### src/rtl/li_encoder_pkg.sv
// Shared load-immediate ISA encoding: K field, k1 opcodes, field positions and word helpers.
// Used by li_encoder, li_next_chunk and the instruction decoder.
package li_encoder_pkg;

  localparam int INSN_W      = 32;
  localparam int VALUE_W     = 64;
  localparam int DST_W       = 5;
  localparam int CHUNK_W     = 16;
  localparam int NUM_CHUNKS  = VALUE_W / CHUNK_W;
  localparam int CHUNK_IDX_W = 2;

  localparam int K_MSB   = 30;
  localparam int K_LSB   = 29;
  localparam int DST_MSB = 24;
  localparam int DST_LSB = 20;
  localparam int K1_MSB  = 19;
  localparam int K1_LSB  = 16;
  localparam int IMM_MSB = 15;
  localparam int IMM_LSB = 0;

  localparam logic [K_MSB-K_LSB:0]   K_LOADIMM = 2'b01;
  localparam logic [K1_MSB-K1_LSB:0] K1_LI     = 4'd0;
  localparam logic [K1_MSB-K1_LSB:0] K1_LIU    = 4'd1;
  localparam logic [K1_MSB-K1_LSB:0] K1_LIUU   = 4'd2;
  localparam logic [K1_MSB-K1_LSB:0] K1_LIUUU  = 4'd3;

  typedef enum logic {
    ST_IDLE,
    ST_EMIT
  } state_e;

  function automatic logic [K1_MSB-K1_LSB:0] k1_of(input logic [CHUNK_IDX_W-1:0] n);
    logic [K1_MSB-K1_LSB:0] k1;
    case (n)
      2'd0:    k1 = K1_LI;
      2'd1:    k1 = K1_LIU;
      2'd2:    k1 = K1_LIUU;
      default: k1 = K1_LIUUU;
    endcase
    return k1;
  endfunction

  function automatic logic [CHUNK_W-1:0] li_chunk(input logic [VALUE_W-1:0] v,
                                                  input logic [CHUNK_IDX_W-1:0] n);
    return v[CHUNK_W*n +: CHUNK_W];
  endfunction

  function automatic logic [INSN_W-1:0] li_word(input logic [DST_W-1:0]       dst,
                                                input logic [CHUNK_IDX_W-1:0] n,
                                                input logic [CHUNK_W-1:0]     imm);
    logic [INSN_W-1:0] w;
    w                  = '0;
    w[K_MSB:K_LSB]     = K_LOADIMM;
    w[DST_MSB:DST_LSB] = dst;
    w[K1_MSB:K1_LSB]   = k1_of(n);
    w[IMM_MSB:IMM_LSB] = imm;
    return w;
  endfunction

endpackage

### src/rtl/li_next_chunk.sv
// Next chunk index and last flag for a load-immediate sequence.
// LI_ENCODER_SKIP_ZERO_EN: skip zero upper chunks; otherwise all four chunks are emitted.
module li_next_chunk
  import li_encoder_pkg::*;
(
  input  logic [CHUNK_IDX_W-1:0] idx,
  input  logic [VALUE_W-1:0]     value,
  output logic [CHUNK_IDX_W-1:0] next_idx,
  output logic                   last
);

`ifdef LI_ENCODER_SKIP_ZERO_EN
  localparam bit SKIP_ZERO = 1'b1;
`else
  localparam bit SKIP_ZERO = 1'b0;
`endif

  always_comb begin
    next_idx = idx;
    last     = 1'b1;
    if (SKIP_ZERO) begin
      // Descending scan so the lowest non-zero chunk above idx wins.
      for (int n = NUM_CHUNKS - 1; n >= 1; n--) begin
        if (n > int'(idx) && li_chunk(value, CHUNK_IDX_W'(n)) != '0) begin
          next_idx = CHUNK_IDX_W'(n);
          last     = 1'b0;
        end
      end
    end else if (idx != CHUNK_IDX_W'(NUM_CHUNKS - 1)) begin
      next_idx = idx + 1'b1;
      last     = 1'b0;
    end
  end

endmodule

### src/rtl/li_encoder.sv
// Expands a 64-bit constant load into a sequence of LI/LIU/LIUU/LIUUU words.
// Optional LI_ENCODER_SKIP_ZERO_EN (in li_next_chunk) drops zero upper chunks.
module li_encoder
  import li_encoder_pkg::*;
(
  input  logic               i_clk,
  input  logic               i_rst_n,
  input  logic               i_req_valid,
  output logic               o_req_ready,
  input  logic [DST_W-1:0]   i_dst,
  input  logic [VALUE_W-1:0] i_value,
  output logic               o_insn_valid,
  input  logic               i_insn_ready,
  output logic [INSN_W-1:0]  o_insn,
  output logic               o_last
);

  state_e                 state;
  state_e                 state_nxt;
  logic [DST_W-1:0]       dst_p0;
  logic [VALUE_W-1:0]     value_p0;
  logic [CHUNK_IDX_W-1:0] nxt_p0;
  logic                   accept;
  logic                   handshake;
  logic [CHUNK_IDX_W-1:0] probe_idx;
  logic [VALUE_W-1:0]     probe_value;
  logic [CHUNK_IDX_W-1:0] probe_next;
  logic                   probe_last;

  assign accept    = i_req_valid && o_req_ready;
  assign handshake = o_insn_valid && i_insn_ready;

  // In IDLE the probe looks at chunk 0 of the incoming value; in EMIT at the
  // chunk queued behind the word on o_insn, so o_last is ready when it loads.
  always_comb begin
    probe_idx   = nxt_p0;
    probe_value = value_p0;
    if (state == ST_IDLE) begin
      probe_idx   = '0;
      probe_value = i_value;
    end
  end

  li_next_chunk u_next_chunk (
    .idx      (probe_idx),
    .value    (probe_value),
    .next_idx (probe_next),
    .last     (probe_last)
  );

  always_ff @(posedge i_clk or negedge i_rst_n) begin
    if (!i_rst_n) state <= ST_IDLE;
    else          state <= state_nxt;
  end

  always_comb begin
    state_nxt   = state;
    o_req_ready = 1'b0;
    case (state)
      ST_IDLE: begin
        o_req_ready = 1'b1;
        if (i_req_valid) state_nxt = ST_EMIT;
      end
      ST_EMIT: begin
        if (handshake && o_last) state_nxt = ST_IDLE;
      end
      default: state_nxt = ST_IDLE;
    endcase
  end

  // p0: latched operands and the registered output word
  always_ff @(posedge i_clk or negedge i_rst_n) begin
    if (!i_rst_n) begin
      dst_p0       <= '0;
      value_p0     <= '0;
      nxt_p0       <= '0;
      o_insn       <= '0;
      o_insn_valid <= 1'b0;
      o_last       <= 1'b0;
    end else if (accept) begin
      dst_p0       <= i_dst;
      value_p0     <= i_value;
      nxt_p0       <= probe_next;
      o_insn       <= li_word(i_dst, '0, li_chunk(i_value, '0));
      o_insn_valid <= 1'b1;
      o_last       <= probe_last;
    end else if (handshake) begin
      if (o_last) begin
        o_insn_valid <= 1'b0;
        o_last       <= 1'b0;
      end else begin
        o_insn <= li_word(dst_p0, nxt_p0, li_chunk(value_p0, nxt_p0));
        o_last <= probe_last;
        nxt_p0 <= probe_next;
      end
    end
  end

endmodule

### config.mk
export PLATFORM = sky130hd
export DESIGN_NAME = li_encoder
export DESIGN_NICKNAME = d
export VERILOG_FILES = /design/src/rtl/li_encoder_pkg.sv /design/src/rtl/li_next_chunk.sv /design/src/rtl/li_encoder.sv
export SDC_FILE = /design/constraint.sdc
export NUM_CORES = 1
export LEC_CHECK = 0
export ABC_AREA = 0
export BUFFER_PORTS_ARGS = -buffer_cell sky130_fd_sc_hd__buf_2
export CAP_MARGIN = 20
export CORE_MARGIN = 2
export CORE_UTILIZATION = 30
export CTS_CLUSTER_DIAMETER = 30
export DETAILED_ROUTE_END_ITERATION = 7
export GPL_TIMING_DRIVEN = 0
export PLACE_DENSITY = 0.54
export SLEW_MARGIN = 20
export SYNTH_ARGS = -nofsm -noshare
export SYNTH_HDL_FRONTEND = slang
export SYNTH_HIERARCHICAL = 1
export SYNTH_SLANG_ARGS = --single-unit
### constraint.sdc
create_clock -name i_clk -period 1.6 [get_ports i_clk]
set_clock_uncertainty 0.2 [all_clocks]
set_input_delay 0.16 -clock i_clk [delete_from_list [all_inputs] [get_ports i_clk]]
set_output_delay 0.16 -clock i_clk [all_outputs]
set_load 0.05 [all_outputs]
==> results.yml, run 1 <==
status:
  outcome: "finished with violations"
  violations: "setup timing"
sta:
  hold_viol_final: 0
  layout_setup_ws_ns: -0.0705
  hold_ws_ns: 0.0362
  fin_crit_sh_pct: 104
  setup_tns_ns: -0.421
  max_freq_mhz: 599
  drv_slew: 0
  grt_setup_unrepaired: "yes"
  min_period_ns: 1.67
  setup_violations: 9
clock_tree:
  clock_path_buffers: 2
  cts_tree: "yes"
  htreeDepth: 3
  clk_pin_slew_ns: 0.07
  worst_skew_pair.late_latency_ns: 0.35
  cts_inserted_buffers: 9
  cts_sinks: 98
  cts_root_buffer: "clkbuf_16"
cells_and_area:
  stdcell_area_um2: 6740
  diodes: 0
  layout.nets: 736
  drive_above_1_share_pct: 34.4
  multi_input_area_um2: 1980
  fillCellCount: 1395
  utilization_pct: 46.4
  syn2layout_area_growth_pct: 50.6
  stdcell_count: 852
  final-seq-area_um2: 2460
critical_path:
  crit_path_start_kind: "flop"
  required_ns: 1.64
  path_max_fanout: 6
  crit_path_end_kind: "flop"
  setup.worst_path.class: "reg -> reg"
  arrival_ns: 1.71
detailed_routing:
  postRouteAntennaNets: 0
  wire_per_inst_um: 15.8
  vias: 3910
  drc_errors: 0
  drt-pass1-iter-count: 4
  drt_iter0_drc: 229
  viasPerCell: 4.59
  drt-total-wl_mm: 13.5
global_routing:
  antenna_found_initial: 0
  grt.overflow.total: 0
  grt_pass1_wl_mm: 21.0
  grt_pass1_vias: 4041
  grt_max_degree: 67
  grt_usage_pct: 17.0
worst_hold_path:
  min_path_type: "in -> reg"
yosys:
  syn_area_um2: 4480
  avgSynthCellArea_um2: 9.67
  syn_inst: 463
  yosys_warnings: 6
floorplanning:
  die_h_um: 126
  core_area_um2: 14500
  die_area_um2: 15900
  chipWidth_um: 126
  rows: 44
  io_pins: 108
  start_util_pct: 30.8
placed_design:
  io_buffers: 99
  place_ws_ns: -0.374
  globalplace.congestion: 0.803
  place_area_um2: 5280
  hpwl_mm: 9.08
  dp_cells: 754
power:
  power_mw: 13.2
  p_leak_nw: 3.38
  power_density_nw_per_um2: 1960
  ir_drop_v: 0.000765
flow_run:
  drv_cap: 0
==> per-layer routing <==
layer  wire length [um]  GRT usage (%)  part of all wire, %
met1               6150           22.8                   46
met2               6410           27.4                   48
met3                655           4.08                  4.9
met4                235           5.04                  1.7
met5                  0              0                    0
==> sequential cells by signal, indices dropped and copies added (netlist names) <==
| signal | cells |
|---|---|
| state | 1 |
| dst_p0 | 5 |
| nxt_p0 | 2 |
| o_insn | 24 |
| o_last | 1 |
| o_insn_valid | 1 |
| value_p0 | 64 |
==> repair_timing <==
item | in CTS | in global routing
endpoints found under the hold margin | 191 | 0
hold buffers | 71 | 0
endpoints found under the setup margin | 94 | 43
gates resized for setup | 46 | 41
pin swaps | 8 | 15
setup buffers | 10 | 3
gates cloned | 1 | 0
==> cell type report <==
type                       count  area share [%]
clock inverter                 4           0.761
buffer                        40            5.61
timing repair buffer         185            20.7
multi-input combinational    328            29.4
sequential                    98            36.4
clock buffer                  12            3.66
tap                          184            3.41
inverter                       1          0.0557
==> critical path: stages, from the launching register on <==
cell     delay, ns
dfrtp_2       0.40
and3b_1       0.18
or2_1         0.22
buf_6         0.14
buf_12        0.13
mux2_4        0.29
==> where the power goes <==
part / total [mW] / switching [mW] / internal (mW)
combinational: 6.72 / 3.89 / 2.84
sequential: 4.31 / 0.641 / 3.67
clock: 2.20 / 0.939 / 1.26
total: 13.2 / 5.47 / 7.76
==> layout by cell type, fill, tap and decap left out, types with 2 or more instances in the layout <==
master,count
nand2_1,193
buf_2,98
dfrtp_1,95
dlygate4sd3_1,71
buf_4,23
mux2_2,21
mux2i_1,18
or3_1,17
nor3_1,16
a41oi_2,15
buf_6,12
clkbuf_16,9
clkbuf_2,8
nand3_2,8
conb_1,8
mux2_4,7
nand3_1,6
buf_12,4
buf_8,4
dfrtp_2,3
clkbuf_8,2
and2_4,2
or2_1,2
clkbuf_4,2
nor2_1,2
nand3_4,2
clkbuf_1,2
buf_16,2
==> worst paths after layout <==
kind,startpoint,to,cells after the start,slack [ns]
max,o_insn_valid,o_insn[24],5,-0.07
min,i_req_valid,dst_p0[4],3,0.04
min reg2reg,o_insn[29],o_insn[29],1,0.27
max reg2reg,o_insn_valid,o_insn[24],5,-0.07
min in group asynchronous,i_rst_n,dst_p0[4],2,0.07
max in group asynchronous,i_rst_n,value_p0[54],3,0.49
No activity file was read; power rests on OpenSTA's default activity.
==> run 2: changes to the inputs <==
- CORE_UTILIZATION: 30 -> 47
- PLACE_DENSITY: 0.54 -> 0.76
==> run 2 against run 1 <==
  * The run still ends with setup timing left
  * Register-to-register slack worse by 0.08 ns
  * Global-route usage increased by 8.9 points
  * Setup slack got worse by 0.079 ns
  * Utilization rose by 26 points
  * Sequential cell count unchanged
  * Via count rose by 6.9%
  * Wire length about the same
  * First-iteration DRC count down 1.7%
  * Sequential power is 2% higher
  * Critical endpoint is now nxt_p0[1]
  * Largest cell class unchanged
==> results.yml, run 2 (synthesis gave the netlist of run 1 again) <==
cells_and_area:
  stdcell_count: 803
  final-seq-area_um2: 2460
  diodes: 0
  multi_input_area_um2: 1920
  layout.nets: 742
  regMostFlops: "value_p0"
  drive_above_1_share_pct: 34.1
  largest_reg_flops: 64
  syn2layout_area_growth_pct: 48.5
  utilization_pct: 71.9
  final_common_cell: "nand2_1"
  mostFrequentLayoutCells: "193 x nand2_1, 101 x buf_2, 95 x dfrtp_1"
  top_regs: "value_p0 x64, o_insn x24, dst_p0 x5"
  fillCellCount: 650
critical_path:
  arrival_ns: 1.79
  crit_path_cell_trace: "buf_8 > buf_8 > and2_4 > or2_1 > mux2_2"
  path_max_fanout: 10
  crit_path_end_kind: "flop"
  setup.worst_path.class: "reg -> reg"
  crit_path_start_kind: "flop"
  required_ns: 1.64
  slowest_stage: "dfrtp_2"
  slowest_delay_ns: 0.49
  crit_family: "flip-flops"
  cp_num_buf_inv: 2
  cp_common_cell: "buf_8"
sta:
  fin_crit_sh_pct: 109
  drv_slew: 0
  hold_viol_final: 0
  max_freq_mhz: 572
  setup_violations: 13
  min_period_ns: 1.75
  layout_setup_ws_ns: -0.149
  grt_setup_unrepaired: "yes"
power:
  switching_share_pct: 41.3
  combPwrFrac_pct: 51.2
  power_mw: 13.0
  pwr-share-clk_pct: 15.0
  switchingPower_mw: 5.37
  internal_power_mw: 7.63
  p_seq_share_pct: 33.7
  ir_drop_v: 0.00102
  power_density_nw_per_um2: 1960
  p_leak_nw: 3.40
floorplanning:
  die_h_um: 102
  chipWidth_um: 102
  start_util_pct: 48.4
  core_area_um2: 9240
  die_area_um2: 10300
  io_pins: 108
  rows: 35
detailed_routing:
  drc_errors: 0
  drt-total-wl_mm: 13.5
  drt-pass1-iter-count: 5
  drt_iter0_drc: 225
  vias: 4180
  wire_per_inst_um: 16.8
  postRouteAntennaNets: 0
  viasPerCell: 5.21
placed_design:
  place_ws_ns: -0.378
  hpwl_mm: 8.23
  globalplace.congestion: 0.830
  dp_cells: 699
  io_buffers: 99
global_routing:
  antenna_found_initial: 0
  grt_max_degree: 56
  grt.overflow.total: 0
  grt_pass1_vias: 4175
  grt_pass1_wl_mm: 20.3
  grt_usage_pct: 25.9
clock_tree:
  clock_path_buffers: 2
  cts_tree: "yes"
  clk_pin_slew_ns: 0.09
  cts_root_buffer: "clkbuf_8"
  cts_sinks: 98
  htreeDepth: 3
  cts_inserted_buffers: 9
  worst_skew_pair.late_latency_ns: 0.36
status:
  violations: "setup timing"
  outcome: "finished with violations"
flow_run:
  drv_cap: 0
worst_hold_path:
  min_path_type: "in -> async"
## run 2: layout make-up
cell class	count	area share [%]
Buffer	41	6.12
Clock buffer	10	2.07
Clock inverter	6	1.69
Inverter	1	0.0565
Multi-Input combinational cell	328	28.9
Sequential cell	98	37.0
Tap cell	129	2.43
Timing Repair Buffer	190	21.8
## run 2: through the flow
stage / area (um^2) / hold WS (ns) / setup TNS [ns]
2_1_floorplan: 4520 / -0.336 / -1.95
3_3_place_gp: 5180 / 0.150 / -97.04
3_5_place_dp: 5210 / -0.0866 / -24.17
4_1_cts: 6330 / 0.0984 / -0.853
5_1_grt: 6650 / 0.122 / -1.65
6_report: 6650 / 0.0863 / -0.785
## run 2: final timing paths
kind                              start           end  slack [ns]  cells past startpoint
max                           nxt_p0[0]     nxt_p0[1]       -0.15                      5
max reg2reg                   nxt_p0[0]     nxt_p0[1]       -0.15                      5
min in group i_clk          i_req_valid     dst_p0[0]        0.13                      4
min reg2reg                value_p0[28]  value_p0[28]        0.28                      2
max in group asynchronous       i_rst_n  value_p0[15]        0.50                      3
min                             i_rst_n     dst_p0[2]        0.09                      2
## run 2: repair_timing
item | in CTS | in global routing
setup buffers | 6 | 10
cloned | 1 | 2
hold endpoints to repair | 191 | 0
gates resized for setup | 34 | 57
pin swaps | 0 | 6
setup endpoints to repair | 94 | 82
hold buffers | 71 | 0
## run 2: per-layer routing
metal  global-route usage (%)  part of all wire, %  up-vias  routed length (um)
li1                         -                    -     1910                   -
met1                     33.7                   41     2051                5500
met2                     44.2                   50      181                6740
met3                     3.59                  6.0       38                 806
met4                     9.56                  3.1        0                 411
met5                        0                    0        -                   0
## run 2: power groups by stage
stage	clock network (mW)	registers [mW]	logic (mW)
2_1_floorplan	0	5.30	3.03
3_3_place_gp	0	4.30	5.28
3_5_place_dp	0	4.37	5.44
4_1_cts	1.97	4.34	5.89
5_1_grt	2.07	4.49	7.12
6_report	1.95	4.38	6.66
==> run 3: changes to the inputs <==
- PLACE_DENSITY: 0.76 -> 0.73
- SKIP_LAST_GASP: default -> 1
- clock period: 1.6 -> 2.1 ns (I/O delays scaled with it)
==> run 3 against run 2 <==
  * The flow now finishes without violations
  * Register-to-register slack gained 0.27 ns
  * Setup slack gained 0.27 ns
  * Design area shrank 7.4%
  * Non-clock buffer count shrank 17
  * Sequential power shrank 25%
==> results.yml, run 3 (synthesis gave the netlist of run 1 again) <==
floorplanning:
  rows: 35
  core_area_um2: 9240
  io_pins: 108
  die_area_um2: 10300
  chipWidth_um: 102
  die_h_um: 102
  start_util_pct: 48.4
sta:
  fin_crit_sh_pct: 94.1
  min_period_ns: 1.98
  slew_headroom_pct: 63.7
  hold_viol_final: 0
  max_freq_mhz: 506
  grt_setup_unrepaired: "no"
  setup_tns_ns: 0
  drv_slew: 0
  worst_pin_slew_ns: 0.544
  setup_violations: 0
  layout_setup_ws_ns: 0.124
clock_tree:
  cts_resized: 0
  worst_skew_pair.late_latency_ns: 0.36
  cts_inserted_buffers: 9
  cts_root_buffer: "clkbuf_8"
  clock_path_buffers: 2
  cts_sinks: 98
  cts_tree: "yes"
  clk_pin_slew_ns: 0.10
  htreeDepth: 3
detailed_routing:
  drt_iter0_drc: 291
  drc_errors: 0
  wire_per_inst_um: 15.4
  postRouteAntennaNets: 0
  viasPerCell: 5.01
  drt-pass1-iter-count: 4
  vias: 3937
  drt-total-wl_mm: 12.1
flow_run:
  drv_cap: 0
power:
  power_density_nw_per_um2: 1470
  switchingPower_mw: 3.79
  p_seq_share_pct: 36.3
  switching_share_pct: 41.8
  ir_drop_v: 0.000694
  pwr-share-clk_pct: 16.5
  power_mw: 9.07
  p_leak_nw: 3.18
  internal_power_mw: 5.28
  combPwrFrac_pct: 47.1
critical_path:
  rr_endpoint: "value_p0[18]"
  crit_path_end_kind: "flop"
  r2r-start: "state"
  arrival_ns: 2.07
  crit_end: "value_p0[18]"
  crit_path_start_kind: "flop"
  slowest_delay_ns: 0.37
  slowest_stage: "dfrtp_1"
  setup.worst_path.class: "reg -> reg"
  crit_path_start: "state"
  required_ns: 2.19
  path_max_fanout: 10
  crit_path_cell_trace: "buf_4 > nor2b_1 > buf_2 > buf_4 > buf_2 > nand2_1 > nand2_1"
  regToRegSetupSlack_ns: 0.12
  r2r_cells: 7
cells_and_area:
  stdcell_area_um2: 6160
  top_regs: "value_p0 x64, o_insn x24, dst_p0 x5"
  largest_reg_flops: 64
  mostFrequentLayoutCells: "193 x nand2_1, 111 x buf_2, 98 x dfrtp_1"
  fillCellCount: 703
  final_common_cell: "nand2_1"
  regMostFlops: "value_p0"
  layout.nets: 725
  drive_above_1_share_pct: 26.9
  syn2layout_area_growth_pct: 37.5
  final-seq-area_um2: 2450
  multi_input_area_um2: 1780
  diodes: 0
  stdcell_count: 786
global_routing:
  grt_max_degree: 60
  grtUsageMet1_pct: 31.8
  grt_pass1_vias: 4023
  grt.met3_usage_pct: 4.14
  grt.overflow.total: 0
  grt_busiest_layer: "met2"
  grt_pass1_wl_mm: 19.3
  grt_usage_pct: 24.5
  antenna_found_initial: 0
  use_met2_pct: 40.6
placed_design:
  io_buffers: 99
  dp_cells: 699
  place_area_um2: 5190
  hpwl_mm: 8.13
  place_ws_ns: 0.176
  globalplace.congestion: 0.836
worst_hold_path:
  min_path_type: "in -> reg"
status:
  outcome: "complete, no violations"
run 3: layer usage:
metal	part of all wire, %	vias up
met5	0	-
met4	3.0	0
met3	5.2	29
met2	49	141
met1	42	1881
li1	-	1886
run 3: cell type report:
type | count | share of cell area [%]
inverter | 1 | 0.0610
timing repair buffer | 171 | 20.1
clock inverter | 4 | 1.59
multi-input combinational | 328 | 28.9
clock buffer | 12 | 2.52
sequential | 98 | 39.8
buffer | 43 | 4.35
tap | 129 | 2.62
run 3: critical path: cells and delay by family (launching register included):
| kind | cells | cell delay (ns) |
|---|---|---|
| AND/OR/NAND/NOR | 3 | 0.44 |
| flip-flops | 1 | 0.37 |
| buffers and inverters | 4 | 0.88 |
run 3: repair_timing:
item                      in CTS  in global routing
setup buffers                  0                  0
hold endpoints to repair     185                  0
hold buffers                  71                  0
run 3: metrics by stage:
| stage | hold slack (ns) | utilization [%] |
|---|---|---|
| floorplan | -0.286 | - |
| global placement | 0.201 | 55.8 |
| detailed placement | -0.0551 | 56.2 |
| CTS | 0.0466 | 66.6 |
| global route | 0.0604 | 66.6 |
| finish | 0.0610 | 66.6 |
run 3: worst min-delay path by stage:
stage                           start           end  slack [ns]  cells after the start
final                     i_req_valid     dst_p0[0]        0.06                      3
after global routing      i_req_valid     dst_p0[0]        0.06                      3
after floorplan               i_rst_n     dst_p0[0]       -0.29                      0
after CTS                 i_req_valid     dst_p0[0]        0.05                      3
after detailed placement      i_rst_n  value_p0[24]       -0.06                      1
after global placement    i_value[18]  value_p0[18]        0.20                      3
run 3: power by group through the flow:
| stage | Combinational, mW | Clock, mW | Sequential [mW] |
|---|---|---|---|
| floorplan | 2.28 | 0 | 4.03 |
| global placement | 4.04 | 0 | 3.28 |
| detailed placement | 4.15 | 0 | 3.30 |
| CTS | 4.27 | 1.51 | 3.27 |
| global route | 4.62 | 1.59 | 3.39 |
| finish | 4.28 | 1.50 | 3.30 |
